## config.mk

```make
export PLATFORM = sky130hd
export DESIGN_NAME = id_ex_reg_flat
export DESIGN_NICKNAME = d
export VERILOG_FILES = /design/src/rtl/id_ex_reg_pkg.sv /design/src/rtl/id_ex_reg_if.sv /design/src/rtl/id_ex_reg_pipe_field_reg.sv /design/src/rtl/id_ex_reg.sv /design/src/flat_wrapper.sv
export SDC_FILE = /design/constraint.sdc
export NUM_CORES = 1
export LEC_CHECK = 0
export BUFFER_PORTS_ARGS = -buffer_cell sky130_fd_sc_hd__buf_4
export CAP_MARGIN = 25
export CORE_ASPECT_RATIO = 1.1
export CORE_UTILIZATION = 30
export CTS_CLUSTER_DIAMETER = 50
export DETAILED_ROUTE_END_ITERATION = 8
export PLACE_DENSITY = 0.69
export SETUP_SLACK_MARGIN = 0.1
export SYNTH_ARGS = -nofsm -noshare
export SYNTH_HDL_FRONTEND = slang
export SYNTH_SLANG_ARGS = --single-unit
```

## constraint.sdc

```tcl
create_clock -name clk -period 1.6 [get_ports clk]
set_input_delay 0.16 -clock clk [delete_from_list [all_inputs] [get_ports clk]]
set_output_delay 0.16 -clock clk [all_outputs]
set_load 0.02 [all_outputs]
```

## src/rtl/id_ex_reg_pkg.sv

```systemverilog
// Shared types and constants for the ID/EX pipeline register.
// Optional feature macro: LOAD_USE_DETECT_EN (load-use hazard output).
package id_ex_reg_pkg;

    localparam int DEF_DATA_W = 32;
    localparam int REG_ADDR_W = 5;
    localparam int ALU_OP_W   = 4;
    localparam int BCNT_W     = 16;

    localparam logic [ALU_OP_W-1:0] ALU_ADD = 4'h0;
    localparam logic [ALU_OP_W-1:0] ALU_SUB = 4'h1;
    localparam logic [ALU_OP_W-1:0] ALU_AND = 4'h2;
    localparam logic [ALU_OP_W-1:0] ALU_OR  = 4'h3;
    localparam logic [ALU_OP_W-1:0] ALU_XOR = 4'h4;
    localparam logic [ALU_OP_W-1:0] ALU_SLT = 4'h5;
    localparam logic [ALU_OP_W-1:0] ALU_SLL = 4'h6;
    localparam logic [ALU_OP_W-1:0] ALU_SRL = 4'h7;

    typedef struct packed {
        logic                alu_src;
        logic [ALU_OP_W-1:0] alu_op;
        logic                reg_dst;
        logic                reg_write;
        logic                mem_read;
        logic                mem_write;
        logic                mem_to_reg;
    } ctrl_t;

    localparam int CTRL_W = $bits(ctrl_t);

    // A bubble must never carry a side effect into EX.
    function automatic ctrl_t mask_side_effects(input ctrl_t c, input logic valid);
        ctrl_t r;
        r           = c;
        r.reg_write = c.reg_write & valid;
        r.mem_read  = c.mem_read  & valid;
        r.mem_write = c.mem_write & valid;
        return r;
    endfunction

endpackage

```

## src/rtl/id_ex_reg_if.sv

```systemverilog
// ID -> EX bus: ID-side fields, registered EX-side copies and status.
// load_use exists only when LOAD_USE_DETECT_EN is defined.
interface id_ex_reg_if
    import id_ex_reg_pkg::*;
#(
    parameter int DATA_W = DEF_DATA_W
);
    logic                  stall;
    logic                  flush;

    logic                  id_valid;
    logic [DATA_W-1:0]     id_rd1, id_rd2, id_imm, id_pc4;
    logic [REG_ADDR_W-1:0] id_rs, id_rt, id_rd;
    logic                  id_alu_src, id_reg_dst, id_reg_write;
    logic                  id_mem_read, id_mem_write, id_mem_to_reg;
    logic [ALU_OP_W-1:0]   id_alu_op;

    logic                  ex_valid;
    logic [DATA_W-1:0]     ex_rd1, ex_rd2, ex_imm, ex_pc4;
    logic [REG_ADDR_W-1:0] ex_rs, ex_rt, ex_rd;
    logic                  ex_alu_src, ex_reg_dst, ex_reg_write;
    logic                  ex_mem_read, ex_mem_write, ex_mem_to_reg;
    logic [ALU_OP_W-1:0]   ex_alu_op;

    logic [BCNT_W-1:0]     bubble_cnt;
`ifdef LOAD_USE_DETECT_EN
    logic                  load_use;
`endif

    modport master (
        output stall, flush, id_valid, id_rd1, id_rd2, id_imm, id_pc4,
               id_rs, id_rt, id_rd, id_alu_src, id_reg_dst, id_reg_write,
               id_mem_read, id_mem_write, id_mem_to_reg, id_alu_op,
        input  ex_valid, ex_rd1, ex_rd2, ex_imm, ex_pc4, ex_rs, ex_rt, ex_rd,
               ex_alu_src, ex_reg_dst, ex_reg_write, ex_mem_read, ex_mem_write,
               ex_mem_to_reg, ex_alu_op, bubble_cnt
`ifdef LOAD_USE_DETECT_EN
        , input load_use
`endif
    );

    modport slave (
        input  stall, flush, id_valid, id_rd1, id_rd2, id_imm, id_pc4,
               id_rs, id_rt, id_rd, id_alu_src, id_reg_dst, id_reg_write,
               id_mem_read, id_mem_write, id_mem_to_reg, id_alu_op,
        output ex_valid, ex_rd1, ex_rd2, ex_imm, ex_pc4, ex_rs, ex_rt, ex_rd,
               ex_alu_src, ex_reg_dst, ex_reg_write, ex_mem_read, ex_mem_write,
               ex_mem_to_reg, ex_alu_op, bubble_cnt
`ifdef LOAD_USE_DETECT_EN
        , output load_use
`endif
    );

endinterface

```

## src/rtl/id_ex_reg_pipe_field_reg.sv

```systemverilog
// One field group of the ID/EX register: reset/flush clear to zero,
// stall holds, otherwise loads. Reset beats flush beats stall.
module pipe_field_reg #(
    parameter int W = 1
) (
    input  logic         clk,
    input  logic         rst,
    input  logic         i_flush,
    input  logic         i_stall,
    input  logic [W-1:0] i_d,
    output logic [W-1:0] o_q
);
    logic [W-1:0] r_q;

    // Held value never looks at i_d, so garbage on i_d during stall is harmless.
    always_ff @(posedge clk) begin
        if (rst)           r_q <= '0;
        else if (i_flush)  r_q <= '0;
        else if (!i_stall) r_q <= i_d;
    end

    assign o_q = r_q;

endmodule

```

## src/rtl/id_ex_reg.sv

```systemverilog
// ID/EX pipeline register with bubble counter.
// Optional macro LOAD_USE_DETECT_EN adds the combinational load_use output.
module id_ex_reg
    import id_ex_reg_pkg::*;
#(
    parameter int DATA_W = DEF_DATA_W
) (
    input  logic        clk,
    input  logic        rst,
    id_ex_reg_if.slave  bus
);
    localparam int DGRP_W = 4 * DATA_W;
    localparam int RGRP_W = 3 * REG_ADDR_W;

    logic [DGRP_W-1:0] w_data_d, w_data_q;
    logic [RGRP_W-1:0] w_regs_d, w_regs_q;
    ctrl_t             w_ctrl_raw, w_ctrl_d, w_ctrl_q;
    logic              w_valid_q;
    logic              w_bubble;
    logic [BCNT_W-1:0] r_bubble_cnt;

    assign w_data_d = {bus.id_rd1, bus.id_rd2, bus.id_imm, bus.id_pc4};
    assign w_regs_d = {bus.id_rs, bus.id_rt, bus.id_rd};

    // Pack ID controls; side-effect bits are gated by id_valid before registering.
    always_comb begin
        w_ctrl_raw            = '0;
        w_ctrl_raw.alu_src    = bus.id_alu_src;
        w_ctrl_raw.alu_op     = bus.id_alu_op;
        w_ctrl_raw.reg_dst    = bus.id_reg_dst;
        w_ctrl_raw.reg_write  = bus.id_reg_write;
        w_ctrl_raw.mem_read   = bus.id_mem_read;
        w_ctrl_raw.mem_write  = bus.id_mem_write;
        w_ctrl_raw.mem_to_reg = bus.id_mem_to_reg;
        w_ctrl_d              = mask_side_effects(w_ctrl_raw, bus.id_valid);
    end

    pipe_field_reg #(.W(DGRP_W)) u_data (
        .clk(clk), .rst(rst), .i_flush(bus.flush), .i_stall(bus.stall),
        .i_d(w_data_d), .o_q(w_data_q)
    );

    pipe_field_reg #(.W(RGRP_W)) u_regs (
        .clk(clk), .rst(rst), .i_flush(bus.flush), .i_stall(bus.stall),
        .i_d(w_regs_d), .o_q(w_regs_q)
    );

    pipe_field_reg #(.W(CTRL_W + 1)) u_ctrl (
        .clk(clk), .rst(rst), .i_flush(bus.flush), .i_stall(bus.stall),
        .i_d({bus.id_valid, w_ctrl_d}), .o_q({w_valid_q, w_ctrl_q})
    );

    assign {bus.ex_rd1, bus.ex_rd2, bus.ex_imm, bus.ex_pc4} = w_data_q;
    assign {bus.ex_rs, bus.ex_rt, bus.ex_rd}                = w_regs_q;
    assign bus.ex_valid      = w_valid_q;
    assign bus.ex_alu_src    = w_ctrl_q.alu_src;
    assign bus.ex_alu_op     = w_ctrl_q.alu_op;
    assign bus.ex_reg_dst    = w_ctrl_q.reg_dst;
    assign bus.ex_reg_write  = w_ctrl_q.reg_write;
    assign bus.ex_mem_read   = w_ctrl_q.mem_read;
    assign bus.ex_mem_write  = w_ctrl_q.mem_write;
    assign bus.ex_mem_to_reg = w_ctrl_q.mem_to_reg;

    // A bubble enters EX on a flush, or when ID advances with nothing in it.
    assign w_bubble = bus.flush | (~bus.stall & ~bus.id_valid);

    // Saturating bubble counter; sticks at all-ones.
    always_ff @(posedge clk) begin
        if (rst)
            r_bubble_cnt <= '0;
        else if (w_bubble && (r_bubble_cnt != {BCNT_W{1'b1}}))
            r_bubble_cnt <= r_bubble_cnt + 1'b1;
    end

    assign bus.bubble_cnt = r_bubble_cnt;

`ifdef LOAD_USE_DETECT_EN
    assign bus.load_use = bus.ex_valid & bus.ex_mem_read & (bus.ex_rt != '0) &
                          ((bus.ex_rt == bus.id_rs) | (bus.ex_rt == bus.id_rt));
`else
    // No hazard detection in this build; EX consumers must not expect load_use.
`endif

endmodule

```

## src/flat_wrapper.sv

```systemverilog
// flat-port wrapper written by rule: the top's interface ports become plain ports
module id_ex_reg_flat import id_ex_reg_pkg::*;
#(
    parameter int DATA_W = DEF_DATA_W
)
  (clk, rst, bus_stall, bus_flush, bus_id_valid, bus_id_rd1, bus_id_rd2, bus_id_imm, bus_id_pc4, bus_id_rs, bus_id_rt, bus_id_rd, bus_id_alu_src, bus_id_reg_dst, bus_id_reg_write, bus_id_mem_read, bus_id_mem_write, bus_id_mem_to_reg, bus_id_alu_op, bus_ex_valid, bus_ex_rd1, bus_ex_rd2, bus_ex_imm, bus_ex_pc4, bus_ex_rs, bus_ex_rt, bus_ex_rd, bus_ex_alu_src, bus_ex_reg_dst, bus_ex_reg_write, bus_ex_mem_read, bus_ex_mem_write, bus_ex_mem_to_reg, bus_ex_alu_op, bus_bubble_cnt);
  id_ex_reg_if #(.DATA_W(DATA_W)) bus_i ();
  input  logic clk;
  input  logic rst;
  input wire logic [$bits(bus_i.stall)-1:0] bus_stall;
  input wire logic [$bits(bus_i.flush)-1:0] bus_flush;
  input wire logic [$bits(bus_i.id_valid)-1:0] bus_id_valid;
  input wire logic [$bits(bus_i.id_rd1)-1:0] bus_id_rd1;
  input wire logic [$bits(bus_i.id_rd2)-1:0] bus_id_rd2;
  input wire logic [$bits(bus_i.id_imm)-1:0] bus_id_imm;
  input wire logic [$bits(bus_i.id_pc4)-1:0] bus_id_pc4;
  input wire logic [$bits(bus_i.id_rs)-1:0] bus_id_rs;
  input wire logic [$bits(bus_i.id_rt)-1:0] bus_id_rt;
  input wire logic [$bits(bus_i.id_rd)-1:0] bus_id_rd;
  input wire logic [$bits(bus_i.id_alu_src)-1:0] bus_id_alu_src;
  input wire logic [$bits(bus_i.id_reg_dst)-1:0] bus_id_reg_dst;
  input wire logic [$bits(bus_i.id_reg_write)-1:0] bus_id_reg_write;
  input wire logic [$bits(bus_i.id_mem_read)-1:0] bus_id_mem_read;
  input wire logic [$bits(bus_i.id_mem_write)-1:0] bus_id_mem_write;
  input wire logic [$bits(bus_i.id_mem_to_reg)-1:0] bus_id_mem_to_reg;
  input wire logic [$bits(bus_i.id_alu_op)-1:0] bus_id_alu_op;
  output wire logic [$bits(bus_i.ex_valid)-1:0] bus_ex_valid;
  output wire logic [$bits(bus_i.ex_rd1)-1:0] bus_ex_rd1;
  output wire logic [$bits(bus_i.ex_rd2)-1:0] bus_ex_rd2;
  output wire logic [$bits(bus_i.ex_imm)-1:0] bus_ex_imm;
  output wire logic [$bits(bus_i.ex_pc4)-1:0] bus_ex_pc4;
  output wire logic [$bits(bus_i.ex_rs)-1:0] bus_ex_rs;
  output wire logic [$bits(bus_i.ex_rt)-1:0] bus_ex_rt;
  output wire logic [$bits(bus_i.ex_rd)-1:0] bus_ex_rd;
  output wire logic [$bits(bus_i.ex_alu_src)-1:0] bus_ex_alu_src;
  output wire logic [$bits(bus_i.ex_reg_dst)-1:0] bus_ex_reg_dst;
  output wire logic [$bits(bus_i.ex_reg_write)-1:0] bus_ex_reg_write;
  output wire logic [$bits(bus_i.ex_mem_read)-1:0] bus_ex_mem_read;
  output wire logic [$bits(bus_i.ex_mem_write)-1:0] bus_ex_mem_write;
  output wire logic [$bits(bus_i.ex_mem_to_reg)-1:0] bus_ex_mem_to_reg;
  output wire logic [$bits(bus_i.ex_alu_op)-1:0] bus_ex_alu_op;
  output wire logic [$bits(bus_i.bubble_cnt)-1:0] bus_bubble_cnt;
  assign bus_i.stall = bus_stall;
  assign bus_i.flush = bus_flush;
  assign bus_i.id_valid = bus_id_valid;
  assign bus_i.id_rd1 = bus_id_rd1;
  assign bus_i.id_rd2 = bus_id_rd2;
  assign bus_i.id_imm = bus_id_imm;
  assign bus_i.id_pc4 = bus_id_pc4;
  assign bus_i.id_rs = bus_id_rs;
  assign bus_i.id_rt = bus_id_rt;
  assign bus_i.id_rd = bus_id_rd;
  assign bus_i.id_alu_src = bus_id_alu_src;
  assign bus_i.id_reg_dst = bus_id_reg_dst;
  assign bus_i.id_reg_write = bus_id_reg_write;
  assign bus_i.id_mem_read = bus_id_mem_read;
  assign bus_i.id_mem_write = bus_id_mem_write;
  assign bus_i.id_mem_to_reg = bus_id_mem_to_reg;
  assign bus_i.id_alu_op = bus_id_alu_op;
  assign bus_ex_valid = bus_i.ex_valid;
  assign bus_ex_rd1 = bus_i.ex_rd1;
  assign bus_ex_rd2 = bus_i.ex_rd2;
  assign bus_ex_imm = bus_i.ex_imm;
  assign bus_ex_pc4 = bus_i.ex_pc4;
  assign bus_ex_rs = bus_i.ex_rs;
  assign bus_ex_rt = bus_i.ex_rt;
  assign bus_ex_rd = bus_i.ex_rd;
  assign bus_ex_alu_src = bus_i.ex_alu_src;
  assign bus_ex_reg_dst = bus_i.ex_reg_dst;
  assign bus_ex_reg_write = bus_i.ex_reg_write;
  assign bus_ex_mem_read = bus_i.ex_mem_read;
  assign bus_ex_mem_write = bus_i.ex_mem_write;
  assign bus_ex_mem_to_reg = bus_i.ex_mem_to_reg;
  assign bus_ex_alu_op = bus_i.ex_alu_op;
  assign bus_bubble_cnt = bus_i.bubble_cnt;
  id_ex_reg #(.DATA_W(DATA_W)) u_core (.clk(clk), .rst(rst), .bus(bus_i));
endmodule
```

Word level (Yosys, flattened, before mapping)
Index checks and enable logic that the tools add are counted.
{"block": "classes", "n_addsub": 1, "n_eq_ne": 1, "bitwise": 7, "n_reduce_logical": 2}
{"cell": "$add 16x1->16 const B", "count": 1}
{"cell": "$ne 16x16->1 const B", "count": 1}
{"cell": "$and 1x1->1", "count": 4}
{"cell": "$not 1->1", "count": 2}
{"cell": "$reduce_or 2->1", "count": 1}
{"cell": "$logic_and 1x1->1", "count": 1}
{"cell": "$or 1x1->1", "count": 1}
{"block": "word_totals", "regBits": 170, "inputBits": 158, "out_inout_bits": 170, "elab_cells": 15}

Depth between registers and ports, before layout
Gate-level depths: netlist of the first run.
{"block": "depth", "word_depth": 4, "ltp_mapped": 5, "mapped_depth_nobuf": 5}

By module
From an unflattened synthesis of the first run, not the netlist that was laid out.
{"block": "unflattened", "cells_unflattened": 601, "hier_area_um2": 6522.5}
{"module": "pipe_field_reg (u_core.u_data)", "instances": 1, "cells_each": 413, "area_each_um2": 4687.0, "seq_area_each_um2": 2562.5}
{"module": "id_ex_reg", "instances": 1, "cells_each": 102, "area_each_um2": 877.1, "seq_area_each_um2": 320.3}
{"module": "pipe_field_reg (u_core.u_regs)", "instances": 1, "cells_each": 50, "area_each_um2": 558.0, "seq_area_each_um2": 300.3}
{"module": "pipe_field_reg (u_core.u_ctrl)", "instances": 1, "cells_each": 36, "area_each_um2": 400.4, "seq_area_each_um2": 220.2}

Worst setup path after synthesis of the first run
OpenSTA, ideal clock, no wires.
{"block": "synth_path", "kind": "register -> register", "startpoint": "register u_core.r_bubble_cnt[0], in the netlist u_core.bus.bubble_cnt[0]", "endpoint": "register u_core.r_bubble_cnt[10], in the netlist u_core.bus.bubble_cnt[10]", "arrival_ns": 1.629, "t_required_ns": 1.479, "slack_ns": -0.149, "stages_incl_launch_ff": 6, "path_buffers": 0, "synth_period_minus_slack_ns": 1.749, "path_cell_list": "dfxtp_1 > ha_1 > and3_1 > nand2_1 > nor4_1 > mux2_2"}
{"block": "synth_via", "elab_chain_cells": 2, "word_cells_on_any_way": 3, "classes_between": "add/sub (1); eq/ne (1); reduce/logical (1)"}
{"element": "from (decl)", "line": "id_ex_reg.sv:20", "rtl": "logic [BCNT_W-1:0] r_bubble_cnt;"}
{"element": "from (signal assigned)", "line": "id_ex_reg.sv:72", "rtl": "r_bubble_cnt <= r_bubble_cnt + 1'b1;"}
{"element": "parallel branches: the longest is 2 deep, another holds $add 16x1->16"}
Parallel ways; which one is timed is not known.
A chain may end at the register's enable or synchronous reset.

Worst setup path in the final report of the first run
{"block": "layout_path", "startpoint": "register u_core.r_bubble_cnt[1], in the netlist u_core.bus.bubble_cnt[1]", "endpoint": "register u_core.r_bubble_cnt[8], in the netlist u_core.bus.bubble_cnt[8]"}
The elaborated chain is that of the path after synthesis.

==> results of run 1 <==
power by group:
part	switching, W	leakage [nW]	total (W)	internal [W]
registers	0.0000796	1.39	0.00444	0.00436
logic	0.000646	3.62	0.00152	0.000878
clock network	0.00192	0.274	0.00403	0.00211
worst register-to-register path, cell delays in order, from the launching register on:
cell and delay (ps):
dfxtp_4 370, ha_4 150, and3_4 200, nand2_1 90, buf_6 150, or3_1 330, a21oi_1 140
cell usage in the layout, fill, tap and decap left out, types with 4 or more instances in the layout:
master and instances:
buf_4 332, nand4_1 5, dfxtp_2 10, inv_6 4, a21oi_1 13, clkbuf_16 17, o31ai_1 7, nand3_1 4
dfxtp_1 154, dlygate4sd3_1 153, inv_8 4, or4_1 6, buf_12 5, mux2i_1 152, nand2_1 5, nor2_1 160
dfxtp_4 6
worst paths after layout:
| kind | startpoint | end | slack, ps | cells past startpoint |
|---|---|---|---|---|
| setup / recovery | u_core.bus.bubble_cnt[1]$_SDFFE_PP0P_ | u_core.bus.bubble_cnt[8]$_SDFFE_PP0P_ | 100 | 6 |
| hold / removal | rst | u_core.bus.bubble_cnt[13]$_SDFFE_PP0P_ | 70 | 2 |
| setup reg to reg | u_core.bus.bubble_cnt[1]$_SDFFE_PP0P_ | u_core.bus.bubble_cnt[8]$_SDFFE_PP0P_ | 100 | 6 |
| hold reg to reg | u_core.bus.bubble_cnt[15]$_SDFFE_PP0P_ | u_core.bus.bubble_cnt[15]$_SDFFE_PP0P_ | 490 | 2 |
logic make-up (layout without fill, tap and decap cells):
| kind of cell | Yosys count | count (layout) | synth area share [%] |
|---|---|---|---|
| adders and majority gates | 1 | 1 | 0.202 |
| and+or+nand+nor | 205 | 205 | 14.4 |
| muxes | 154 | 154 | 24.9 |
| AOI/OAI and AO/OA | 28 | 28 | 2.99 |
| buffers and inverters | 38 | 525 | 2.64 |
| DFF | 170 | 170 | 54.9 |
sequential cells by signal, summed over array words and instances, names as in the netlist:
signal                 cells
u_core.u_ctrl.o_q         11
u_core.bus.bubble_cnt     16
u_core.u_regs.o_q         15
u_core.u_data.o_q        128
cell type report:
cell class | instances | area [sq um]
fillers | 1674 | 8880
repair buffers | 492 | 4150
flip-flops and latches | 170 | 3440
multi-input cells | 388 | 2700
clock buffers | 18 | 439
well taps | 252 | 315
clock inverters | 14 | 133
inverters | 1 | 3.75
stage by stage:
step                std cells  worst slack (ps)  utilization [%]
finish                   1335              97.5             55.7
global route             1335              8.46             55.7
CTS                      1334              83.9             55.6
detailed placement       1147              12.5             44.9
global placement         1147              75.3             44.9
floorplan                 596              91.9                -
per-layer routing:
metal / share of wire (%) / wire, um / vias up
met2: 49 / 9590 / 251
li1: - / - / 2981
met3: 8.0 / 1580 / 39
met5: 0 / 0 / -
met1: 41 / 7990 / 2747
met4: 2.6 / 509 / 0
what timing repair did:
| item | CTS | global route |
|---|---|---|
| endpoints found under the setup margin | 7 | 11 |
| cloned | 0 | 0 |
| buffers inserted | 2 | 1 |
| resized for setup | 5 | 7 |
| hold buffers | 153 | 0 |
| pin swaps | 2 | 1 |
| hold endpoints to repair | 153 | 0 |
==> results by group, run 1 <==
Die
  • # rows: 54
  • Die H: 153 um
  • Initial core utilization: 30.9%
  • Die ar.: 0.0212 sq mm
  • DIE WIDTH: 139 um
  • Core Region: 0.0201 sq mm
  • I/O pin cnt: 328

Synth
  • Area contributors post-synth: dfxtp_1 55%, mux2i_1 25%, nor2_1 9.7%
  • Synth Net Count: 755
  • Avg Cell Area, Syn: 10.4 sq um
  • Post-synth EDFFs: 0
  • Synth async-reset ratio: 0%
  • Post-synthesis sequential area ratio: 54.9%
  • Cells after synthesis: 596
  • Post-synth cell types: 35
  • Synth cell count leaders: 170 x dfxtp_1, 160 x nor2_1, 152 x mux2i_1
  • Area leader, netlist: dfxtp_1
  • Synth top area share: 54.9%
  • Most numerous cell in the Yosys netlist: dfxtp_1
  • Cell Area, Synth: 0.00620 sq mm
  • Most used DFF post-synth: dfxtp_1
  • Yosys Warn Count: 0
  • Synth Register Bits: 170

Cells and area
  • Area grow syn2layout: 80.4%
  • Share of cells above drive strength 1: 37.3%
  • Diodes inserted: 0
  • Post-route cell area: 0.0112 sq mm
  • # nets final: 1229

Power
  • P_leak: 5.29 nW
  • Overall Power: 0.00999 W
  • Worst VDD drop: 0.662 mV
  • Power Density: 893 mW/mm^2

Detailed routing
  • Routed wire per std cell: 14.7 um
  • Drt initial violations: 225
  • First-pass DRT Iterations: 9
  • Vias per cell: 4.51
  • Vias post-DR: 6018
  • DRC viols: 27
  • Post-route ant nets: 0
  • Final WL: 19700 um

Global route
  • Overall routing resource usage: 18.3%
  • Grt ovf: 0
  • First-pass GRT wire length: 31100 um
  • Initial antenna violation count: 0
  • Most Used Layer, Global Route: met2
  • Met3 Use GR: 6.07%
  • Largest net degree at the start of global routing: 87
  • Vias in the first global route: 6097
  • Met1 GRT Util: 20.4%
  • Met2 usage: 31.9%

Placed design
  • GP Congestion: 0.785
  • Hpwl dp: 12100 um
  • Placed cell area: 0.00900 sq mm
  • I/O Buffers: 327

Worst setup path
  • Worst path bufs/invs: 1
  • Critical Path End Type: flip-flop
  • Class of the most critical setup path: flip-flop to flip-flop
  • Req. time, crit path: 1950 ps
  • CP max stage cell: dfxtp_4
  • CP Cell Sequence: ha_4 > and3_4 > nand2_1 > buf_6 > or3_1 > a21oi_1
  • Crit-path max cell delay: 370 ps
  • Worst Path Arrival: 1850 ps
  • CP max FO: 4
  • Top delay family on crit path: simple AND/OR/NAND/NOR gates
  • Critical Path Source Type: flip-flop

CTS
  • CTS Buf Count: 17
  • Max Buffers Root-to-Sink: 2
  • Reg clk slew, reported paths: 70 ps
  • # clock sinks: 170
  • CTS root buf: clkbuf_16
  • Latest clock arrival within the worst-skew pair: 420 ps
  • CTS tree: built
  • H-tree depth: 4

STA
  • Period utilization: 93.9%
  • Max Clock Freq: 0.666 GHz
  • Max-slew headroom: 71.6%
  • Final hold violations: 0
  • Unrepaired setup endpoints after global routing: yes
  • Slew @ Worst Pin: 424 ps
  • Final Max Tran Viols: 0
  • Final setup violation count: 0
  • Setup TNS: 0 ps
  • Setup Skew: 9.35 ps
  • WHS: 71.0 ps
  • Tmin final: 1500 ps

Outcome
  • Status: complete, but fails checks
  • Failing checks: design-rule violations

Run
  • # Max-Cap Violations: 0

Hold path
  • Hold WC Path Type: primary input to flip-flop
Note: power is estimated with default switching activity, not from simulation.
==> run 2, diff against run 1 <==
- SETUP_SLACK_MARGIN: 0.1 -> default
==> run 2 against run 1 <==
  * The flow still finishes with violations (design-rule violations)
  * Setup slack worse by 39 ps
  * Count of clock-buffer cells in the layout unchanged
  * Via count increased by 1.5%
  * Total power grew 1.2%
  * Die area unchanged
  * Sequential cell count did not move
  * Combinational power barely moved
  * Core utilization grew 0.15 points
  * Register-to-register slack lost 40 ps
  * Critical path depth shrank 2
  * Clock power grew 3%
  * Largest cell class unchanged
  * Highest routed layer unchanged
==> results by group, run 2 (synthesis gave the netlist of run 1 again) <==
Power
  • Seq pwr share: 43.9%
  • Overall Power: 0.0101 W
  • Logic gate share of total power: 15.0%
  • Clk pwr share: 41.0%
  • P_leak: 5.35 nW
  • Total net switching power: 0.00261 W
  • Switching share of power: 25.8%
  • Int Pwr: 0.00750 W
  • Worst VDD drop: 0.734 mV
  • Power Density: 902 mW/mm^2

Worst setup path
  • Req. time, crit path: 1940 ps
  • Crit-path max cell delay: 500 ps
  • Critical Path End Type: flip-flop
  • CP max stage cell: or4_1
  • CP Cell Sequence: and3_1 > nand4_4 > or4_1 > a21oi_1
  • Class of the most critical setup path: flip-flop to flip-flop
  • Worst Path Arrival: 1890 ps
  • Critical Path Source Type: flip-flop
  • CP max FO: 8

STA
  • Max-slew headroom: 53.0%
  • Slack of the critical path: 58.5 ps
  • Max Clock Freq: 0.649 GHz
  • Unrepaired setup endpoints after global routing: yes
  • Tmin final: 1540 ps
  • Final hold violations: 0
  • Final setup violation count: 0
  • Setup Skew: 10.6 ps
  • Final Max Tran Viols: 0
  • Period utilization: 96.3%
  • Slew @ Worst Pin: 705 ps

Detailed routing
  • Routed wire per std cell: 14.8 um
  • Final WL: 19900 um
  • First-pass DRT Iterations: 7
  • Vias per cell: 4.54
  • DRC viols: 27
  • Vias post-DR: 6106
  • Drt initial violations: 246
  • Post-route ant nets: 0

Die
  • Core Region: 0.0201 sq mm
  • # rows: 54
  • Initial core utilization: 30.9%
  • Die H: 153 um
  • Die ar.: 0.0212 sq mm
  • I/O pin cnt: 328
  • DIE WIDTH: 139 um

Global route
  • Grt ovf: 0
  • First-pass GRT wire length: 31100 um
  • Initial antenna violation count: 0
  • Vias in the first global route: 6304
  • Overall routing resource usage: 18.4%
  • Largest net degree at the start of global routing: 94

CTS
  • H-tree depth: 4
  • CTS Buf Count: 17
  • Reg clk slew, reported paths: 80 ps
  • Setup Buffers After CTS: 0
  • Max Buffers Root-to-Sink: 2
  • CTS tree: built
  • # clock sinks: 170
  • Latest clock arrival within the worst-skew pair: 420 ps
  • CTS root buf: clkbuf_16

Cells and area
  • Area grow syn2layout: 80.8%
  • Max reg flops: 128
  • # nets final: 1240
  • Most common cell after layout, fill and taps aside: buf_4
  • Layout Utilization: 55.9%
  • Post-route cell area: 0.0112 sq mm
  • Diodes inserted: 0
  • Share of cells above drive strength 1: 36.7%
  • # fillers: 1671
  • Most frequent cells in the layout: 346 x buf_4, 165 x dfxtp_1, 160 x nor2_1, 152 x mux2i_1, 152 x dlygate4sd3_1

Outcome
  • Failing checks: design-rule violations
  • Status: complete, but fails checks

Placed design
  • Worst slack, placed: -7.93 ps
  • GP Congestion: 0.779
  • Hpwl dp: 12400 um
  • Placed cell area: 0.00906 sq mm
  • I/O Buffers: 327

Run
  • # Max-Cap Violations: 0

Hold path
  • Hold WC Path Type: primary input to flip-flop
run 2: cell count changes in the layout (fill, tap and decap cells not counted), sizes merged:
cell and delta:
buf +12, bufinv +1, clkinv -1, clkinvlp -1, dlygate4sd3 -1, inv +1
run 2: worst paths after layout:
path,from,slack [ps],cells past startpoint,to
max,u_core.bus.bubble_cnt[8]$_SDFFE_PP0P_,60,4,u_core.bus.bubble_cnt[15]$_SDFFE_PP0P_
min,bus_id_alu_op[2],30,3,u_core.u_ctrl.o_q[7]$_SDFFE_PP0N_
max reg2reg,u_core.bus.bubble_cnt[8]$_SDFFE_PP0P_,60,4,u_core.bus.bubble_cnt[15]$_SDFFE_PP0P_
min reg2reg,u_core.u_data.o_q[65]$_SDFFE_PP0N_,500,2,u_core.u_data.o_q[65]$_SDFFE_PP0N_
run 2: per-stage QoR:
step           hold slack (ps)  cells  setup TNS (ps)
2_1_floorplan              304    596               0
3_3_place_gp               386   1162               0
3_5_place_dp               396   1162           -7.93
4_1_cts                   17.1   1346               0
5_1_grt                   30.1   1346           -48.3
6_report                  31.1   1346               0
run 2: power groups by stage:
| stage | sequential, W | combinational (W) | clock, W |
|---|---|---|---|
| after floorplan | 0.00469 | 0.000432 | 0 |
| after global placement | 0.00453 | 0.00119 | 0 |
| after detailed placement | 0.00453 | 0.00120 | 0 |
| after CTS | 0.00444 | 0.00150 | 0.00427 |
| after global routing | 0.00446 | 0.00162 | 0.00447 |
| final | 0.00444 | 0.00152 | 0.00415 |
run 2: area by class of cell:
class,instances,area [sq um],area share [%]
timing repair buffer,503,4210,37.6
inverter,1,3.75,0.0335
tap,252,315,2.81
clock inverter,14,150,1.34
sequential,170,3410,30.4
multi-input combinational,388,2680,23.9
clock buffer,18,439,3.92
run 2: critical path, delay by kind of cell (launching register included):
family	cells	cell delay [ps]
simple gates	3	920
flops	1	380
compound gates	1	170
run 2: per-layer routing:
| metal | global-route usage, % | wire length (um) | vias to the layer above |
|---|---|---|---|
| met3 | 6.10 | 1690 | 42 |
| li1 | - | - | 3003 |
| met2 | 33.5 | 9950 | 256 |
| met4 | 8.41 | 584 | 0 |
| met5 | 0 | 0 | - |
| met1 | 19.0 | 7680 | 2805 |
run 2: what timing repair did:
item                                    4_1_cts  5_1_grt
hold buffers                                152        0
pin swaps                                     0        1
resized for setup                             3        7
endpoints found under the setup margin        4       10
hold endpoints to repair                    152        0
==> run 3, diff against run 2 <==
- CELL_PAD_IN_SITES_DETAIL_PLACEMENT: default -> 1
- CELL_PAD_IN_SITES_GLOBAL_PLACEMENT: default -> 2
- CORE_UTILIZATION: 30 -> 23
- PLACE_DENSITY: 0.69 -> 0.85
==> run 3 against run 2 <==
  * The flow now finishes without violations
  * Count of clock-buffer cells in the layout up 1
  * First-iteration DRC count down 22%
  * Worst hold slack better by 19 ps
  * Setup slack worse by 1.9 ps
  * Core utilization down 12 points
  * Clock skew down 7.1 ps
  * Largest cell class unchanged
==> results by group, run 3 (synthesis gave the netlist of run 1 again) <==
CTS
  • Latest clock arrival within the worst-skew pair: 430 ps
  • CTS tree: built
  • CTS root buf: clkbuf_16
  • CTS Buf Count: 17
  • H-tree depth: 4
  • # clock sinks: 170
  • Max Buffers Root-to-Sink: 2
  • Reg clk slew, reported paths: 70 ps

Hold path
  • Hold Path Origin: rst
  • Worst hold path depth: 2
  • Hold WC Path Type: primary input to flip-flop
  • Hold Path Sink: u_core.bus.bubble_cnt[14]$_SDFFE_PP0P_

Cells and area
  • Area grow syn2layout: 85.3%
  • Non-filler instance count after layout: 1466
  • Max reg flops: 128
  • Post-route cell area: 0.0115 sq mm
  • Most common cell after layout, fill and taps aside: buf_4
  • Most frequent cells in the layout: 363 x buf_4, 165 x dfxtp_1, 160 x nor2_1, 153 x dlygate4sd3_1, 152 x mux2i_1
  • # nets final: 1260
  • Share of cells above drive strength 1: 38.0%

Detailed routing
  • Vias post-DR: 6267
  • Drt initial violations: 193
  • Final WL: 24400 um
  • DRC viols: 0
  • Routed wire per std cell: 16.7 um
  • First-pass DRT Iterations: 4
  • Vias per cell: 4.27
  • Post-route ant nets: 0

Worst setup path
  • R2R Path Start: u_core.bus.bubble_cnt[0]$_SDFFE_PP0P_
  • Req. time, crit path: 1970 ps
  • Critical Path End Type: flip-flop
  • Worst Path Arrival: 1910 ps
  • Reg-to-reg setup timing slack: 60 ps
  • CP max FO: 8
  • Critical Path Source Type: flip-flop
  • Reg2Reg Depth: 6
  • Worst reg2reg path endpoint: u_core.bus.bubble_cnt[15]$_SDFFE_PP0P_
  • Class of the most critical setup path: flip-flop to flip-flop

Global route
  • Grt ovf: 0
  • First-pass GRT wire length: 37000 um
  • Most Used Layer, Global Route: met2
  • Met1 GRT Util: 17.6%
  • Initial antenna violation count: 1
  • Vias in the first global route: 6881
  • Overall routing resource usage: 17.4%
  • Met3 Use GR: 4.91%
  • Met2 usage: 33.0%
  • Largest net degree at the start of global routing: 78

Power
  • P_leak: 5.43 nW
  • Worst VDD drop: 0.550 mV
  • Power Density: 870 mW/mm^2

STA
  • Slack of the critical path: 56.6 ps
  • Period utilization: 96.5%
  • Max-slew headroom: 59.2%
  • Unrepaired setup endpoints after global routing: yes
  • Final setup violation count: 0
  • Tmin final: 1540 ps
  • Setup TNS: 0 ps
  • Final hold violations: 0
  • Slew @ Worst Pin: 612 ps
  • Max Clock Freq: 0.648 GHz
  • Final Max Tran Viols: 0
  • Setup Skew: 3.47 ps

Placed design
  • Worst slack, placed: -13.6 ps
  • GP Congestion: 0.781
  • Placed cell area: 0.00933 sq mm
  • Placed cell count: 1278
  • I/O Buffers: 327
  • Hpwl dp: 15000 um

Run
  • # Max-Cap Violations: 0

Die
  • DIE WIDTH: 159 um
  • Core Region: 0.0263 sq mm
  • # rows: 62
  • Die H: 174 um
  • Initial core utilization: 23.6%
  • Die ar.: 0.0276 sq mm
  • I/O pin cnt: 328

Outcome
  • Status: completed
-- run 3: worst max-delay path: stages (launching register included) --
cell	delay, ps
dfxtp_4	360
ha_4	160
nand3_2	120
nor3_2	50
buf_4	150
or4_1	520
a21oi_2	120
-- run 3: layout make-up --
cell class                 count  area (sq um)
clock inverter                12          92.6
tap                          352           440
multi-input combinational    388          2700
fill                        2905         14800
clock buffer                  19           453
inverter                       1          3.75
timing repair buffer         523          4390
antenna                        1          2.50
sequential                   170          3410
-- run 3: routing by layer --
layer,up-vias,share of wire [%]
li1,3044,-
met1,2958,38
met2,226,53
met3,39,6.6
met4,0,2.6
met5,-,0
-- run 3: report_power, final --
part	switching (W)	total [W]	internal [W]
logic	0.000695	0.00160	0.000909
registers	0.0000831	0.00445	0.00436
clock network	0.00187	0.00395	0.00208
total	0.00265	0.0100	0.00735
-- run 3: through the flow --
stage	power, W	hold slack, ps	util [%]
2_1_floorplan	0.00512	304	-
3_3_place_gp	0.00577	387	35.5
3_5_place_dp	0.00580	399	35.5
4_1_cts	0.0101	34.7	43.4
5_1_grt	0.0104	52.5	43.7
6_report	0.0100	50.2	43.7
-- run 3: how the worst max path moves through the flow --
stage          slack [ps]  cells past startpoint                                     end                              startpoint
3_3_place_gp            7                      6  u_core.bus.bubble_cnt[15]$_SDFFE_PP0P_   u_core.bus.bubble_cnt[0]$_SDFFE_PP0P_
5_1_grt               -50                      3  u_core.bus.bubble_cnt[10]$_SDFFE_PP0P_   u_core.bus.bubble_cnt[5]$_SDFFE_PP0P_
3_5_place_dp          -10                      4  u_core.bus.bubble_cnt[15]$_SDFFE_PP0P_   u_core.bus.bubble_cnt[2]$_SDFFE_PP0P_
2_1_floorplan           6                      5  u_core.bus.bubble_cnt[14]$_SDFFE_PP0P_   u_core.bus.bubble_cnt[1]$_SDFFE_PP0P_
4_1_cts                -7                      5   u_core.bus.bubble_cnt[7]$_SDFFE_PP0P_  u_core.bus.bubble_cnt[13]$_SDFFE_PP0P_
6_report               60                      6  u_core.bus.bubble_cnt[15]$_SDFFE_PP0P_   u_core.bus.bubble_cnt[0]$_SDFFE_PP0P_
-- run 3: timing repair --
item	CTS	global route
setup buffers	1	2
hold endpoints to repair	153	0
setup endpoints to repair	3	12
gates resized for setup	3	11
pin swaps	2	3
hold buffers	153	0
